$ cat config.mk
export PLATFORM = sky130hd
export DESIGN_NAME = alu_arbiter
export DESIGN_NICKNAME = d
export VERILOG_FILES = /design/src/rtl/alu_arbiter.sv
export SDC_FILE = /design/constraint.sdc
export NUM_CORES = 1
export LEC_CHECK = 0
export CORE_AREA = 5 5 61 63
export DETAILED_ROUTE_END_ITERATION = 10
export DIE_AREA = 0 0 66 68
export DONT_BUFFER_PORTS = 1
export GPL_TIMING_DRIVEN = 0
export SETUP_SLACK_MARGIN = 0.1
export SYNTH_ARGS = -nofsm -noshare
export SYNTH_HDL_FRONTEND = slang
export SYNTH_SLANG_ARGS = --single-unit
$ cat constraint.sdc
create_clock -name clk -period 1.6 [get_ports clk]
set_clock_uncertainty 0.05 [all_clocks]
set_input_delay 0.08 -clock clk [delete_from_list [all_inputs] [get_ports clk]]
set_output_delay 0.08 -clock clk [all_outputs]
set_load 0.02 [all_outputs]
$ cat src/rtl/alu_arbiter.sv
// rtl/alu_arbiter.sv - round-robin arbiter and sequencer sharing one 4-bit ALU between two requesters
module alu_arbiter #(
  parameter int EXEC_CYCLES = 1
) (
  input  logic       clk,
  input  logic       reset,
  input  logic       req0_valid,
  output logic       req0_ready,
  input  logic [3:0] req0_A,
  input  logic [3:0] req0_B,
  input  logic [1:0] req0_ALUControl,
  input  logic       req1_valid,
  output logic       req1_ready,
  input  logic [3:0] req1_A,
  input  logic [3:0] req1_B,
  input  logic [1:0] req1_ALUControl,
  output logic       rsp0_valid,
  input  logic       rsp0_ready,
  output logic       rsp1_valid,
  input  logic       rsp1_ready,
  output logic [3:0] rsp_Result,
  output logic [3:0] rsp_ALUFlags,
  output logic [3:0] alu_A,
  output logic [3:0] alu_B,
  output logic [1:0] alu_ALUControl,
  input  logic [3:0] alu_Result,
  input  logic [3:0] alu_ALUFlags,
  output logic       busy
);

  typedef enum logic [1:0] {IDLE, EXEC, RESP} state_t;

  localparam logic [3:0] LOAD = 4'(EXEC_CYCLES - 1);

  state_t     state;
  logic       last;
  logic       grant;
  logic       sel;
  logic       sel_valid;
  logic [3:0] count;

  // On contention the requester that was not served last wins.
  always_comb begin
    sel_valid = req0_valid | req1_valid;
    sel       = 1'b0;
    if (req0_valid && req1_valid)
      sel = ~last;
    else if (req1_valid)
      sel = 1'b1;
  end

  assign req0_ready = !reset && (state == IDLE) && sel_valid && !sel;
  assign req1_ready = !reset && (state == IDLE) && sel_valid && sel;

  always_ff @(posedge clk) begin
    if (reset) begin
      state          <= IDLE;
      last           <= 1'b1;
      grant          <= 1'b0;
      count          <= 4'd0;
      alu_A          <= 4'd0;
      alu_B          <= 4'd0;
      alu_ALUControl <= 2'd0;
      rsp_Result     <= 4'd0;
      rsp_ALUFlags   <= 4'd0;
      rsp0_valid     <= 1'b0;
      rsp1_valid     <= 1'b0;
      busy           <= 1'b0;
    end else begin
      case (state)
        IDLE: begin
          if (sel_valid) begin
            alu_A          <= sel ? req1_A : req0_A;
            alu_B          <= sel ? req1_B : req0_B;
            alu_ALUControl <= sel ? req1_ALUControl : req0_ALUControl;
            grant          <= sel;
            count          <= LOAD;
            busy           <= 1'b1;
            state          <= EXEC;
          end
        end
        EXEC: begin
          if (count != 4'd0) begin
            count <= count - 4'd1;
          end else begin
            rsp_Result   <= alu_Result;
            rsp_ALUFlags <= alu_ALUFlags;
            rsp0_valid   <= !grant;
            rsp1_valid   <= grant;
            state        <= RESP;
          end
        end
        RESP: begin
          if (grant ? rsp1_ready : rsp0_ready) begin
            last       <= grant;
            rsp0_valid <= 1'b0;
            rsp1_valid <= 1'b0;
            busy       <= 1'b0;
            state      <= IDLE;
          end
        end
        default: begin
          state <= IDLE;
          busy  <= 1'b0;
        end
      endcase
    end
  end

endmodule

==> out/results.tsv <==
metric	value	unit
status	finished clean	
max_freq	0.6650	GHz
tritoncts	built	
die_area	4488	sq um
rows	21	
async_reset_ff_frac	0	
port_buffers	0	
r2r-start	state[0]	
cts-htree-levels	2	
avgViaCountPerCell	5.473	
antennaDiodeCount	0	
yosys_warnings	0	
clkSinkCount	29	
most_instantiated_library_cell_after_synthesis	sky130_fd_sc_hd__dfxtp_1	
num-nets-final	235	
first_pass_iters	4	
drtIter0Drc	67	
finalCritPeriodShare	0.9398	
dieWidth	66	um
via_count_of_the_first_global_routing_pass	1316	
peakVddDrop	0.6399	mV
end_kind	register	
timing.critical_path.cells	buf_6 > nor3_4 > and3_4 > bufbuf_16 > a221o_1	
syn_area	1353	sq um
routed_len_inst	17.20	um
placeableCoreArea	3179	sq um
number_of_enable_flip_flop_cells_after_synthesis	0	
power_density	1100	nW/um^2
transition_time_of_the_tightest_slew_check_pin	0.4528	ns
yosys.cell_types.count	32	
slew_headroom	0.6895	
gpl.final_weighted_congestion	0.7486	
tritoncts.num_buffers	5	
setup_slack	0.09630	ns
synth_top_cells_by_count	29 x sky130_fd_sc_hd__dfxtp_1, 18 x sky130_fd_sc_hd__a21oi_1, 14 x sky130_fd_sc_hd__inv_1, 11 x sky130_fd_sc_hd__a211oi_1, 11 x sky130_fd_sc_hd__nand3_1	
grt_start_max_net_pins	11	
critical_path.max_fanout	8	
crit_path_top_delay_cell	sky130_fd_sc_hd__dfxtp_2	
final_number_of_hold_violating_endpoints	0	
ff2ff_setup_slack	0.1	ns
timing.hold.worst.class	in -> reg	
synth_cells	150	
clkTransAtPathRegs	0.09	ns
yosys_register_bits	29	
grt_antenna_before_repair	0	
syn_area_per_cell	9.017	sq um
ys.flop_type	sky130_fd_sc_hd__dfxtp_1	
post-synth-top-area-fraction	0.4292	
total_leakage_power	0.7509	nW
holdCritStartpoint	req1_valid	
drc	0	
initial_utilization	0.4254	
timing.critical_path.required	1.77	ns
timing.critical_path.from	state[0]	
grt_overflow_total	0	
cp_launch_type	register	
sequential_share_of_the_synthesized_area	0.4292	
setup_repair_after_global_routing_missed_its_margin	yes	
finalCriticalPeriod	1.504	ns
finalSetupViolations	0	
cts-root-to-sink-buffers	2	
dp_hpwl	2.432	mm
grt_pass1_wl	6.244	mm
drv.max_cap_violation_count	0	
antenna_left	0	
worstSkewPairLatency	0.33	ns
final-max-slew-violation-count	0	
root_buffer_master	sky130_fd_sc_hd__clkbuf_4	
netlist_top_cells_area	sky130_fd_sc_hd__dfxtp_1 43%, sky130_fd_sc_hd__a221o_1 7.4%, sky130_fd_sc_hd__a21oi_1 6.7%	
globalRouteTotalUtil	0.1867	
finalWirelength	4.214	mm
dr_total_vias	1341	
area_growth	48.94	%
cp_slowest_stage_delay	0.37	ns
pin_count	57	
synthesis.nets	186	
dp_worst_setup_slack	-0.005091	ns
cp.arrival	1.67	ns
fp.dieH	68	um
timing_worst_setup_path_type	reg -> reg	
finalCoreUtilization	0.6336	
final_layout_size_suffix_gt1_frac	0.2412	
synth_area_leader_cell	sky130_fd_sc_hd__dfxtp_1	
==> per-layer routing <==
metal  vias to the layer above  routed length, um  track usage
met1                       635               1632       0.1962
met3                         7                306      0.06732
met2                        48               2218       0.3454
met4                         0                 57      0.06345
met5                         -                  0            0
li1                        651                  -            -
==> worst max-delay path, delay by kind of cell (launching register included) <==
kind                   cells  cell delay [ns]
AO/OA/AOI/OAI              1             0.35
buffers and inverters      2             0.40
flip-flops                 1             0.37
AND/OR/NAND/NOR            2             0.22
==> power by group <==
group          internal (mW)  total [mW]  switching (mW)  leakage, nW
logic                  0.361       0.702           0.341        0.481
registers              0.842        1.05           0.207        0.239
clock network          0.207       0.464           0.257       0.0314
==> final cells by class <==
class                      count  area, sq um
tap                           46        57.56
timing repair buffer          42        441.7
clock buffer                   7        55.05
multi-input combinational     94        705.7
sequential                    29        584.3
buffer                        13        115.1
inverter                      14        55.05
fill                         257         1165
==> repair_timing <==
action,4_1_cts,5_1_grt
setup endpoints to repair,19,23
resized for setup,22,17
pin swaps,3,4
hold buffers,32,0
cloned,2,1
endpoints found under the hold margin,20,0
setup buffers,2,5
==> per-stage QoR <==
step | setup TNS [ns] | power [mW] | cells | area [sq um] | hold slack (ns)
floorplan | 0 | 1.434 | 150 | 1361 | 0.1683
global placement | 0 | 1.531 | 196 | 1419 | 0.1712
detailed placement | -0.006897 | 1.550 | 196 | 1419 | 0.1725
CTS | 0 | 2.147 | 239 | 1912 | 0.0009745
global route | 0 | 2.331 | 245 | 2014 | 0.04535
finish | 0 | 2.215 | 245 | 2014 | 0.01282
==> worst paths after layout <==
| check | to | cells past startpoint |
|---|---|---|
| hold / removal | count[1] | 3 |
| hold reg to reg | count[0] | 3 |
| setup / recovery | alu_A[1] | 5 |
| setup reg to reg | alu_A[1] | 5 |
==> registers in the layout (all words and copies together), names as in the netlist, 2 cells and up <==
name,flops
alu_A,4
rsp_Result,4
rsp_ALUFlags,4
state,2
alu_ALUControl,2
count,4
alu_B,4
==> placed cells by master, fill, tap and decap left out, drive strengths merged, types with 3 or more instances in the layout <==
| cell | n |
|---|---|
| buf | 18 |
| nor2 | 3 |
| inv | 14 |
| nand3 | 11 |
| clkbuf | 11 |
| a211oi | 11 |
| dlygate4sd3 | 32 |
| nand2b | 4 |
| a21oi | 18 |
| a221o | 10 |
| dfxtp | 29 |
| o221ai | 4 |
| o21ai | 10 |
==> kinds of logic after synthesis <==
kind of cell	after synthesis	synth area share
AO/OA/AOI/OAI	58	0.2933
AND/OR/NAND/NOR	33	0.1526
buffers and inverters	27	0.09898
adder cells (fa/ha/maj)	2	0.01850
flip-flops	29	0.4292
multiplexers	1	0.007401
(Power assumes the default switching activity.)
